===== src/rtl/leapfrog_scoreboard.sv =====
// Hit-under-miss controller: in-order miss queue plus the per-cycle decision
// whether the EX instruction may leap past outstanding data-cache misses.
module leapfrog_scoreboard #(
  parameter int unsigned DEPTH          = 4,
  parameter int unsigned LEAP_LIMIT     = 8,
  parameter bit          MEM_UNDER_MISS = 1'b0
) (
  input  logic                            clk,
  input  logic                            rst,
  input  logic                            miss_valid,
  input  logic                            miss_is_load,
  input  logic [4:0]                      miss_rd,
  output logic                            miss_ready,
  input  logic                            resp_valid,
  output logic                            retire_valid,
  output logic [4:0]                      retire_rd,
  output logic                            retire_is_load,
  input  logic                            cand_valid,
  input  logic [31:0]                     cand_instr,
  input  logic [6:0]                      cand_opcode,
  output logic                            leap,
  output logic                            stall,
  output logic [$clog2(DEPTH+1)-1:0]      pending_count,
  output logic [$clog2(LEAP_LIMIT+1)-1:0] leap_count
);

  localparam int unsigned CW = $clog2(DEPTH + 1);
  localparam int unsigned LW = $clog2(LEAP_LIMIT + 1);
  localparam int unsigned PW = $clog2(DEPTH);

  localparam logic [6:0] OP_LUI    = 7'b0110111;
  localparam logic [6:0] OP_AUIPC  = 7'b0010111;
  localparam logic [6:0] OP_JAL    = 7'b1101111;
  localparam logic [6:0] OP_JALR   = 7'b1100111;
  localparam logic [6:0] OP_BRANCH = 7'b1100011;
  localparam logic [6:0] OP_LOAD   = 7'b0000011;
  localparam logic [6:0] OP_STORE  = 7'b0100011;
  localparam logic [6:0] OP_IMM    = 7'b0010011;
  localparam logic [6:0] OP_CSR    = 7'b1110011;

  localparam logic [31:0] NOP_INSTR = 32'h0000_0013;

  typedef struct packed {
    logic       is_load;
    logic [4:0] rd;
  } entry_t;

  entry_t           entries [DEPTH];
  logic [DEPTH-1:0] entry_valid;
  logic [PW-1:0]    head;
  logic [PW-1:0]    tail;

  logic       do_pop;
  logic       do_alloc;
  logic       pending;
  logic       use_rs1;
  logic       use_rs2;
  logic       has_rd;
  logic       is_mem;
  logic       hazard;
  logic [4:0] rs1;
  logic [4:0] rs2;
  logic [4:0] rd;

  assign rs1 = cand_instr[19:15];
  assign rs2 = cand_instr[24:20];
  assign rd  = cand_instr[11:7];

  // A full queue still accepts a miss in the same cycle its head pops.
  assign miss_ready = (pending_count != CW'(DEPTH));
  assign do_pop     = resp_valid & (pending_count != '0);
  assign do_alloc   = miss_valid & (miss_ready | do_pop);
  assign pending    = (pending_count != '0) | miss_valid;

  // Operand usage by opcode class.
  always_comb begin
    use_rs1 = 1'b1;
    use_rs2 = 1'b1;
    has_rd  = 1'b1;
    is_mem  = 1'b0;
    case (cand_opcode)
      OP_LUI, OP_AUIPC, OP_JAL: begin
        use_rs1 = 1'b0;
        use_rs2 = 1'b0;
      end
      OP_JALR, OP_IMM, OP_CSR: begin
        use_rs2 = 1'b0;
      end
      OP_LOAD: begin
        use_rs2 = 1'b0;
        is_mem  = 1'b1;
      end
      OP_STORE: begin
        has_rd = 1'b0;
        is_mem = 1'b1;
      end
      OP_BRANCH: begin
        has_rd = 1'b0;
      end
      default: begin
        use_rs2 = 1'b1;
      end
    endcase
  end

  function automatic logic rd_hit(input logic [4:0] h, input logic [4:0] s1,
                                  input logic [4:0] s2, input logic [4:0] d,
                                  input logic u1, input logic u2, input logic ud);
    return (h != 5'd0) && ((u1 && (h == s1)) || (u2 && (h == s2)) || (ud && (h == d)));
  endfunction

  // RAW/WAW against every tracked load, including one popping this cycle.
  always_comb begin
    hazard = 1'b0;
    if (miss_valid && miss_is_load &&
        rd_hit(miss_rd, rs1, rs2, rd, use_rs1, use_rs2, has_rd)) begin
      hazard = 1'b1;
    end
    for (int i = 0; i < int'(DEPTH); i++) begin
      if (entry_valid[i] && entries[i].is_load &&
          rd_hit(entries[i].rd, rs1, rs2, rd, use_rs1, use_rs2, has_rd)) begin
        hazard = 1'b1;
      end
    end
  end

  assign leap = cand_valid & pending & (cand_instr != NOP_INSTR) & ~hazard &
                (~is_mem | (MEM_UNDER_MISS & miss_ready)) &
                (leap_count < LW'(LEAP_LIMIT));
  assign stall = cand_valid & pending & ~leap;

  always_ff @(posedge clk) begin
    if (do_alloc) begin
      entries[tail] <= '{is_load: miss_is_load, rd: miss_is_load ? miss_rd : 5'd0};
    end
  end

  always_ff @(posedge clk) begin
    if (!rst) begin
      head           <= '0;
      tail           <= '0;
      entry_valid    <= '0;
      pending_count  <= '0;
      leap_count     <= '0;
      retire_valid   <= 1'b0;
      retire_rd      <= 5'd0;
      retire_is_load <= 1'b0;
    end else begin
      retire_valid <= do_pop;
      if (do_pop) begin
        head              <= head + PW'(1);
        entry_valid[head] <= 1'b0;
        retire_rd         <= entries[head].rd;
        retire_is_load    <= entries[head].is_load;
      end
      if (do_alloc) begin
        tail              <= tail + PW'(1);
        entry_valid[tail] <= 1'b1;
      end
      if (do_alloc && !do_pop) begin
        pending_count <= pending_count + CW'(1);
      end else if (do_pop && !do_alloc) begin
        pending_count <= pending_count - CW'(1);
      end
      // Epoch ends when the last miss drains with nothing new arriving.
      if (do_pop && !do_alloc && (pending_count == CW'(1))) begin
        leap_count <= '0;
      end else if (leap) begin
        leap_count <= leap_count + LW'(1);
      end
    end
  end

endmodule


===== config.mk =====
export PLATFORM = sky130hd
export DESIGN_NAME = leapfrog_scoreboard
export DESIGN_NICKNAME = d
export VERILOG_FILES = /design/src/rtl/leapfrog_scoreboard.sv
export SDC_FILE = /design/constraint.sdc
export NUM_CORES = 1
export LEC_CHECK = 0
export CAP_MARGIN = 20
export CORE_UTILIZATION = 45
export CTS_CLUSTER_DIAMETER = 100
export DETAILED_ROUTE_END_ITERATION = 10
export PLACE_DENSITY = 0.83
export SLEW_MARGIN = 20
export SYNTH_ARGS = -nofsm -noshare
export SYNTH_HDL_FRONTEND = slang
export SYNTH_SLANG_ARGS = --single-unit

===== constraint.sdc =====
create_clock -name clk -period 2.6 [get_ports clk]
set_input_delay 0.39 -clock clk [delete_from_list [all_inputs] [get_ports clk]]
set_output_delay 0.39 -clock clk [all_outputs]
set_load 0.02 [all_outputs]

Word level (Yosys, flattened, before mapping):

Memories as Yosys holds them, arrays and structs flattened. A register that Yosys moved wholly into a read port is not among the register bits.
Cells that the tools add are included.

* memories: 1
* RAM bits: 24
* input port bits: 50
* output and inout port bits: 17
* flip-flop bits (word level): 16

Memories
* entries: words 4, bits a word 6, read ports 5, clocked after Yosys merged registers in 1, wr ports 1, line 48 `entry_t entries [DEPTH];`

* $add $sub $neg: 5
* bitwise operators: 17
* muxes and demuxes: 21
* reductions and logical operators: 60
* equal/unequal tests: 27
* order comparisons: 5

Operator list (number)
* == test 5 bit: 15
* logical AND 1 bit: 35
* inequality test 32 x 5 -> 1 bit, second input constant: 1
* == test 7 bit, second input constant: 4
* nonzero test 5 bit: 5
* == test 7 x 5 -> 1 bit, second input constant: 2
* == test 7 x 6 -> 1 bit, second input constant: 2
* 2-to-1 mux 1 bit: 13
* 2-to-1 mux 4 bit: 3
* logical OR 1 bit: 10
* AND 1 bit: 8
* == test 7 x 2 -> 1 bit, second input constant: 1
* OR reduction 7 bit: 1
* < comparator 2 x 3 -> 1 bit, second input constant: 2
* 2-to-1 mux 3 bit: 2
* OR reduction 2 bit: 3
* 2-to-1 mux 5 bit: 1
* adder 2 x 1 -> 2 bit, second input constant: 2
* adder 4 x 1 -> 4 bit, second input constant: 1
* AND 4 bit: 1
* demux 1 bit (select 2 bit): 2
* >= comparator 2 x 1 -> 1 bit, second input constant: 2
* < comparator 4 bit, second input constant: 1
* inverter 1 bit: 4
* other kinds (11): 14

Logic depth before layout (Yosys ltp):

Gate-level depths: netlist (run 1).

* word-level depth: 19
* gate-level depth with buffers: 11

Worst setup path before layout (run 1):

Ideal clock, no wire load.

* path kind: register -> output
* from: register pending_count[0]
* to: output port stall
* data arrival time: 2212 ps
* path buffers: 0
* required time: 2210 ps
* cell stages (with the launch flop): 10
* slack: -2 ps
* path through: dfxtp_1 inv_1 ha_1 nand2b_1 o21a_1 o2111ai_1 a31o_1 a21o_1 or4_4 and2_1

* word-level cells in the longest chain between the ends: 9

RTL lines
* from (decl): line 23 `output logic [$clog2(DEPTH+1)-1:0] pending_count,`
* from (signal assigned): line 161 `pending_count <= pending_count + CW'(1);`
* from (signal assigned): line 163 `pending_count <= pending_count - CW'(1);`
* nonzero test 3 bit *: line 73 `assign pending = (pending_count != '0) | miss_valid;`
* bitwise OR 1 bit *: line 73
* AND 1 bit *: line 127, 130
* AND 1 bit (3 in a row): line 127 `assign leap = cand_valid & pending & (cand_instr != NOP_INSTR) & ~hazard &`
* AND 1 bit: line 128 `(~is_mem | (MEM_UNDER_MISS & miss_ready)) &`
* inverter 1 bit: line 130 `assign stall = cand_valid & pending & ~leap;`
* AND 1 bit *: line 130
* to (decl): line 22 `output logic stall,`

Every way passes the cells marked *; elsewhere a longest branch is shown, timed or not.

==> metrics.txt, run 1 <==
synth-to-layout area growth 47.0%; Synth async-reset ratio 0%; maximum VDD drop 0.415 mV; DPL Wire Length 7670 um; Post-Syn Instances ~330; Post-Place Cell Area between 4000 and 5000 um^2; TNS Setup -0.590 ns; Fill cells 550; Crit Path Max Fanout 3; ANT cells 0; DR vias 2,995; Setup crit end kind primary output; Final min period about 3 ns; Reg power frac 36.1%; die width 87.0 um; critical path data arrival time 2.56 ns; Area contributors post-synth edfxtp_1, dfxtp_1, xnor2_1; unrepaired setup endpoints after global routing true; area of the multi-input gates 2060 um^2; Pre-antenna DRT Iters 4; CP Cell Sequence or3_4, o311a_4, a31o_1, a21o_1, or4_4, and2_4, buf_6; Die Ht 87.0 um; Comb pwr share roughly 45%; Nets 531; achievable frequency 339 MHz; HP Class reg2reg; via/cell ratio 5.32; Synth top area share 22.1%; Worst Clk Skew slightly below 0.01 ns; Worst Tran Pin Value 0.488 ns; root buffer cell clkbuf_8; # H-tree levels 2; Clock Path Buffers 2; Top FF cell, synth edfxtp_1; clock network fraction of design power 18.7%; Synth Net Count 397; Slowest-stage cell, CP or4_4; Power Total 2.75 mW; Psw 925 uW; Clock transition at path regs 0.08 ns; GRT overflow 0; die footprint 7580 um^2; Top delay family on crit path simple AND/OR/NAND/NOR gates; cell accounting for the most synthesized area edfxtp_1; cell internal pwr 1.82 mW; Worst Hold Slack 0.462 ns; status finished, violations left; DR WL/cell 17.3 um; global-route wire length before repair between 15,000 and 20,000 um; Final Max Slew Viols 0; syn_area_per_cell 9.80 um^2; Post-synth EDFFs 24; TritonCTS buffer count 5; Cell Area, Synth 3250 um^2; vias in the first global route 3,131; placer congestion estimate 0.918; setup ws final -0.346 ns; CP bufs+invs 1; register area about 1200 um^2; IO Pins 67; Final setup viols 2; period utilisation layout 113%; Core ar. 6910 um^2; Clk Latency, worst-skew pair 0.30 ns; Max Cap Viol 0; Worst R2R Setup Slack between 0.1 and 0.15 ns; sequential share of the synthesized area 35.7%; Lkg Pwr between 1.5 and 2 nW; # rows 30; Synth cell types 48; CTS tree built; Yosys reg bits 46; crit path kind reg2out; final instance area ~4800 um^2; layout cells sized above 1 25.5%; Residual DRC 0; Total Wirelength between 9000 and 10,000 um; PwrDens 575 nW/um^2; final count of hold timing violations 0; GRT Resource Usage Total 27.1%; post-route ant nets 0; CP required 2.21 ns; crit start category flop; yosys warns 0; antenna violations before repair 0; CP peak stage delay around 0.51 ns; First DRT Iteration DRCs 209; Sw Share 33.6%; failing checks setup timing; Slew HR 67.4%; CTS sink cnt 46; Starting Density between 40% and 50%; largest net degree at the start of global routing 20; Post-CTS Hold Fix Bufs 0; Port-buffer cells 66
-- what timing repair did --
action                                  in CTS  in global routing
pin swaps                                   11                  4
gates resized for setup                     52                 20
buffers inserted                             3                  5
endpoints found under the setup margin       4                  2
cloned                                       0                  0
hold endpoints to repair                     0                  0
-- worst paths after layout --
path	cells past startpoint	start	endpoint
worst max-delay path	7	entries[2][4]	stall
worst min-delay path	2	leap_count[3]	leap_count[3]
worst min register to register	2	leap_count[3]	leap_count[3]
worst max register to register	10	entries[2][4]	leap_count[2]
-- sequential cells by signal (all words and copies together) (netlist names) --
signal / flops
retire_is_load: 1
entries: 24
pending_count: 3
head: 2
retire_rd: 5
leap_count: 4
tail: 2
entry_valid: 4
retire_valid: 1
-- worst reg2reg max path, delay by kind of cell (launching register included) --
kind / cells / cell delay (ns)
simple gates: 2 / 0.55
mux: 1 / 0.16
buf+inv: 4 / 0.52
flops: 1 / 0.39
compound gates: 3 / 0.80
-- kinds of logic (layout without fill, tap and decap cells) --
group	count (synthesis)	after routing	share of synthesized area (%)
AO/OA/AOI/OAI	37	37	8.46
XOR/XNOR	79	79	21.3
adder cells (fa/ha/maj)	15	15	5.77
buffers and inverters	32	167	4.11
flip-flops	46	46	35.7
multiplexers	11	11	5.69
AND/OR/NAND/NOR	112	112	19.0
-- Yosys cell counts, types with 3 or more instances --
cell,number
xnor2_1,43
xor2_1,36
nand2_1,30
edfxtp_1,24
dfxtp_1,22
and2_1,15
ha_1,15
nand3_1,12
nor4_1,12
buf_2,10
inv_1,10
clkbuf_1,9
nor3_1,9
a21boi_0,8
mux4_2,6
nor2b_1,6
a21oi_1,5
mux2i_1,5
nand4_1,5
nor2_1,4
o2111ai_1,4
o21ai_0,4
or4_1,4
a311oi_1,3
nand2b_1,3
nand3b_1,3
-- layout by cell type, fill, tap and decap left out, types with 10 or more instances in the layout --
cell type and n:
buf_4 74, xnor2_1 43, clkdlybuf4s50_1 40, xor2_1 33, nand2_1 30, edfxtp_1 24
dfxtp_1 21, ha_1 15, and2_1 14, dlygate4sd2_1 13, nand3_1 12, inv_1 10
-- power groups by stage --
| stage | Combinational, mW | Clock (mW) | Sequential, mW |
|---|---|---|---|
| finish | 1.24 | 0.513 | 0.992 |
| global route | 1.35 | 0.550 | 1.01 |
| CTS | 1.23 | 0.523 | 0.990 |
| detailed placement | 1.20 | 0 | 1.01 |
| global placement | 1.16 | 0 | 0.999 |
| floorplan | 0.615 | 0 | 1.06 |
-- per-stage QoR --
stage	util, %	setup WS (ns)	std cells
2_1_floorplan	-	0.00181	332
3_3_place_gp	65.1	-1.02	547
3_5_place_dp	65.1	-1.14	547
4_1_cts	67.7	-0.344	558
5_1_grt	69.3	-0.476	563
6_report	69.3	-0.346	563
-- final cells by class --
class | count | share of cell area [%]
clock buffers | 6 | 1.52
clock inverters | 2 | 0.706
inverters | 12 | 0.994
multi-input cells | 254 | 43.1
flip-flops and latches | 46 | 24.3
well taps | 96 | 2.51
repair buffers | 147 | 26.9
-- metal layers --
layer / global-route usage (%) / wire, um / vias to the layer above
met5: 0 / 0 / -
met4: 10.9 / 255 / 0
met3: 4.45 / 531 / 28
met2: 47.6 / 4870 / 101
met1: 33.1 / 4090 / 1432
li1: - / - / 1434
No activity file was read; power rests on OpenSTA's default activity.
==> run 2: changes to the inputs <==
--- a/config.mk
+++ b/config.mk
@@ -10,7 +10,8 @@
 export CTS_CLUSTER_DIAMETER = 100
 export DETAILED_ROUTE_END_ITERATION = 10
 export PLACE_DENSITY = 0.83
-export SLEW_MARGIN = 20
+export SLEW_MARGIN = 10
 export SYNTH_ARGS = -nofsm -noshare
 export SYNTH_HDL_FRONTEND = slang
 export SYNTH_SLANG_ARGS = --single-unit
+export TNS_END_PERCENT = 5
==> run 2 against run 1 <==
The run still ends with setup timing left. Non-clock buffer count is 6 lower. Register-to-register slack improved by 0.07 ns. Cell count is 1.1% lower. Via count down 1.5%. Critical endpoint unchanged. Global-route usage about the same. Wire length shrank 1.7%. Clock power is essentially flat. Largest power group unchanged. Critical path type unchanged.
==> metrics.txt, run 2 (synthesis results as in run 1) <==
via/cell ratio 5.30 (-0.44%); post-route ant nets 0 (unchanged); die footprint 7580 um^2 (unchanged); die width 87.0 um (unchanged); GRT overflow 0 (unchanged); crit path kind reg2out; DR WL/cell 17.2 um (-0.66%); root buffer cell clkbuf_8; period utilisation layout 114% (+0.79 points); Clock transition at path regs 0.08 ns (about the same); CTS sink cnt 46 (unchanged); Max Cap Viol 0 (unchanged); max FFs per register 24 (unchanged); dpl cells 547 (unchanged); Total Wirelength 9580 um (-1.7%); Worst Tran Pin Value 0.484 ns (-0.00475 ns); Top Registers entries x24, retire_rd x5; antenna violations before repair 0 (unchanged); Util after Layout 67.7% (-1.6 points); unrepaired setup endpoints after global routing true; Top reg by flops entries; GRT Resource Usage Total 27.1% (-0.041 points); synth-to-layout area growth 43.6%; TritonCTS buffer count 5 (unchanged); vias in the first global route 3,125 (-0.19%); maximum VDD drop 0.402 mV (-3.3%); final instance area 4670 um^2 (-2.3%); status finished, violations left; # rows 30 (unchanged); placer congestion estimate 0.918 (unchanged); ANT cells 0 (unchanged); achievable frequency 337 MHz (-0.69%); Die Ht 87.0 um (unchanged); Final setup viols 2 (unchanged); Lkg Pwr 1.79 nW (-5.1%); Slew HR 67.7% (+0.32 points); Nets 525 (-1.1%); Final Max Slew Viols 0 (unchanged); First DRT Iteration DRCs 144 (-31%); CP required 2.21 ns (about the same); CTS tree built; Residual DRC 0 (unchanged); failing checks setup timing; Power Total 2.72 mW (-0.97%); most frequent cells in the layout buf_4, clkdlybuf4s50_1, xnor2_1; # H-tree levels 2 (unchanged); critical path data arrival time 2.58 ns (+0.02 ns); Pre-antenna DRT Iters 4 (unchanged); Port-buffer cells 66 (unchanged); CP bufs+invs 1 (unchanged); setup ws final -0.366 ns (-0.0205 ns); Worst Clk Skew 0.00962 ns (-0.000290 ns); Setup crit end kind primary output; Worst Hold Slack 0.462 ns (-0.000251 ns); Clk Latency, worst-skew pair 0.30 ns (about the same); DPL Wire Length 7670 um (unchanged); Final min period 2.97 ns (+0.0205 ns); CP peak stage delay 0.50 ns (about the same); Starting Density 47.1% (unchanged); layout cells sized above 1 22.8% (-2.7 points); Clock Path Buffers 2 (unchanged); worst slack at placement -1.14 ns (unchanged); global-route wire length before repair 15,400 um (-0.14%); IO Pins 67 (unchanged); final count of hold timing violations 0 (unchanged); largest net degree at the start of global routing 20 (unchanged); PwrDens 582 nW/um^2 (+1.4%); Core ar. 6910 um^2 (unchanged); TNS Setup -0.635 ns (-0.0446 ns); Top delay family on crit path simple AND/OR/NAND/NOR gates; Crit Path Max Fanout 3 (unchanged); Non-Filler Instances 557 (-1.1%); commonest non-fill, non-tap cell in the layout buf_4; Slowest-stage cell, CP or4_4; HP Class reg2reg; Post-Place Cell Area 4500 um^2 (unchanged); CP Cell Sequence or3_1, o311a_1, a31o_1, a21o_1, or4_4, and2_4, buf_6; crit start category flop; DR vias 2,950 (-1.5%)
==> run 2: worst paths after layout <==
kind	depth (start not counted)	to	startpoint	slack (ns)
max	7	stall	entries[2][4]	-0.37
min	2	leap_count[3]	leap_count[3]	0.46
max reg2reg	8	leap_count[0]	entries[2][4]	0.19
min reg2reg	2	leap_count[3]	leap_count[3]	0.46
==> run 2: layout make-up <==
class,count,area [um^2]
clock buffer,6,72.6
clock inverter,2,33.8
multi-input combinational,254,2010
sequential,46,1160
tap,96,120
fill,570,2230
timing repair buffer,141,1230
inverter,12,46.3
==> run 2: worst register-to-register path: cells and delay by family (launching register included) <==
kind / cells / cell delay, ns
DFF: 1 / 0.39
buffers and inverters: 2 / 0.18
AOI/OAI and AO/OA: 3 / 0.72
and+or+nand+nor: 2 / 0.89
muxes: 1 / 0.16
==> run 2: power breakdown <==
part / leakage (nW) / internal (mW) / switching, mW / total (mW)
logic: 1.33 / 0.643 / 0.578 / 1.22
clock network: 0.0528 / 0.284 / 0.228 / 0.512
registers: 0.404 / 0.885 / 0.105 / 0.990
==> run 2: repair_timing <==
| item | CTS | global route |
|---|---|---|
| pin swaps | 11 | 1 |
| buffers inserted | 2 | 0 |
| hold buffers | 0 | 0 |
| gates resized for setup | 51 | 2 |
| setup endpoints to repair | 4 | 2 |
==> run 2: routing by layer <==
metal / GRT usage [%] / part of all wire (%) / vias up
met5: 0 / 0 / -
met4: 10.9 / 2.7 / 0
met3: 4.45 / 5.7 / 24
met2: 47.5 / 50 / 105
met1: 33.1 / 42 / 1402
li1: - / - / 1419
==> run 3: changes to the inputs <==
--- a/config.mk
+++ b/config.mk
@@ -5,7 +5,6 @@
 export SDC_FILE = /design/constraint.sdc
 export NUM_CORES = 1
 export LEC_CHECK = 0
-export CAP_MARGIN = 20
 export CORE_UTILIZATION = 45
 export CTS_CLUSTER_DIAMETER = 100
 export DETAILED_ROUTE_END_ITERATION = 10
==> results of run 3 <==
No change in the layout: final DEF, timing and power equal those of run 2.
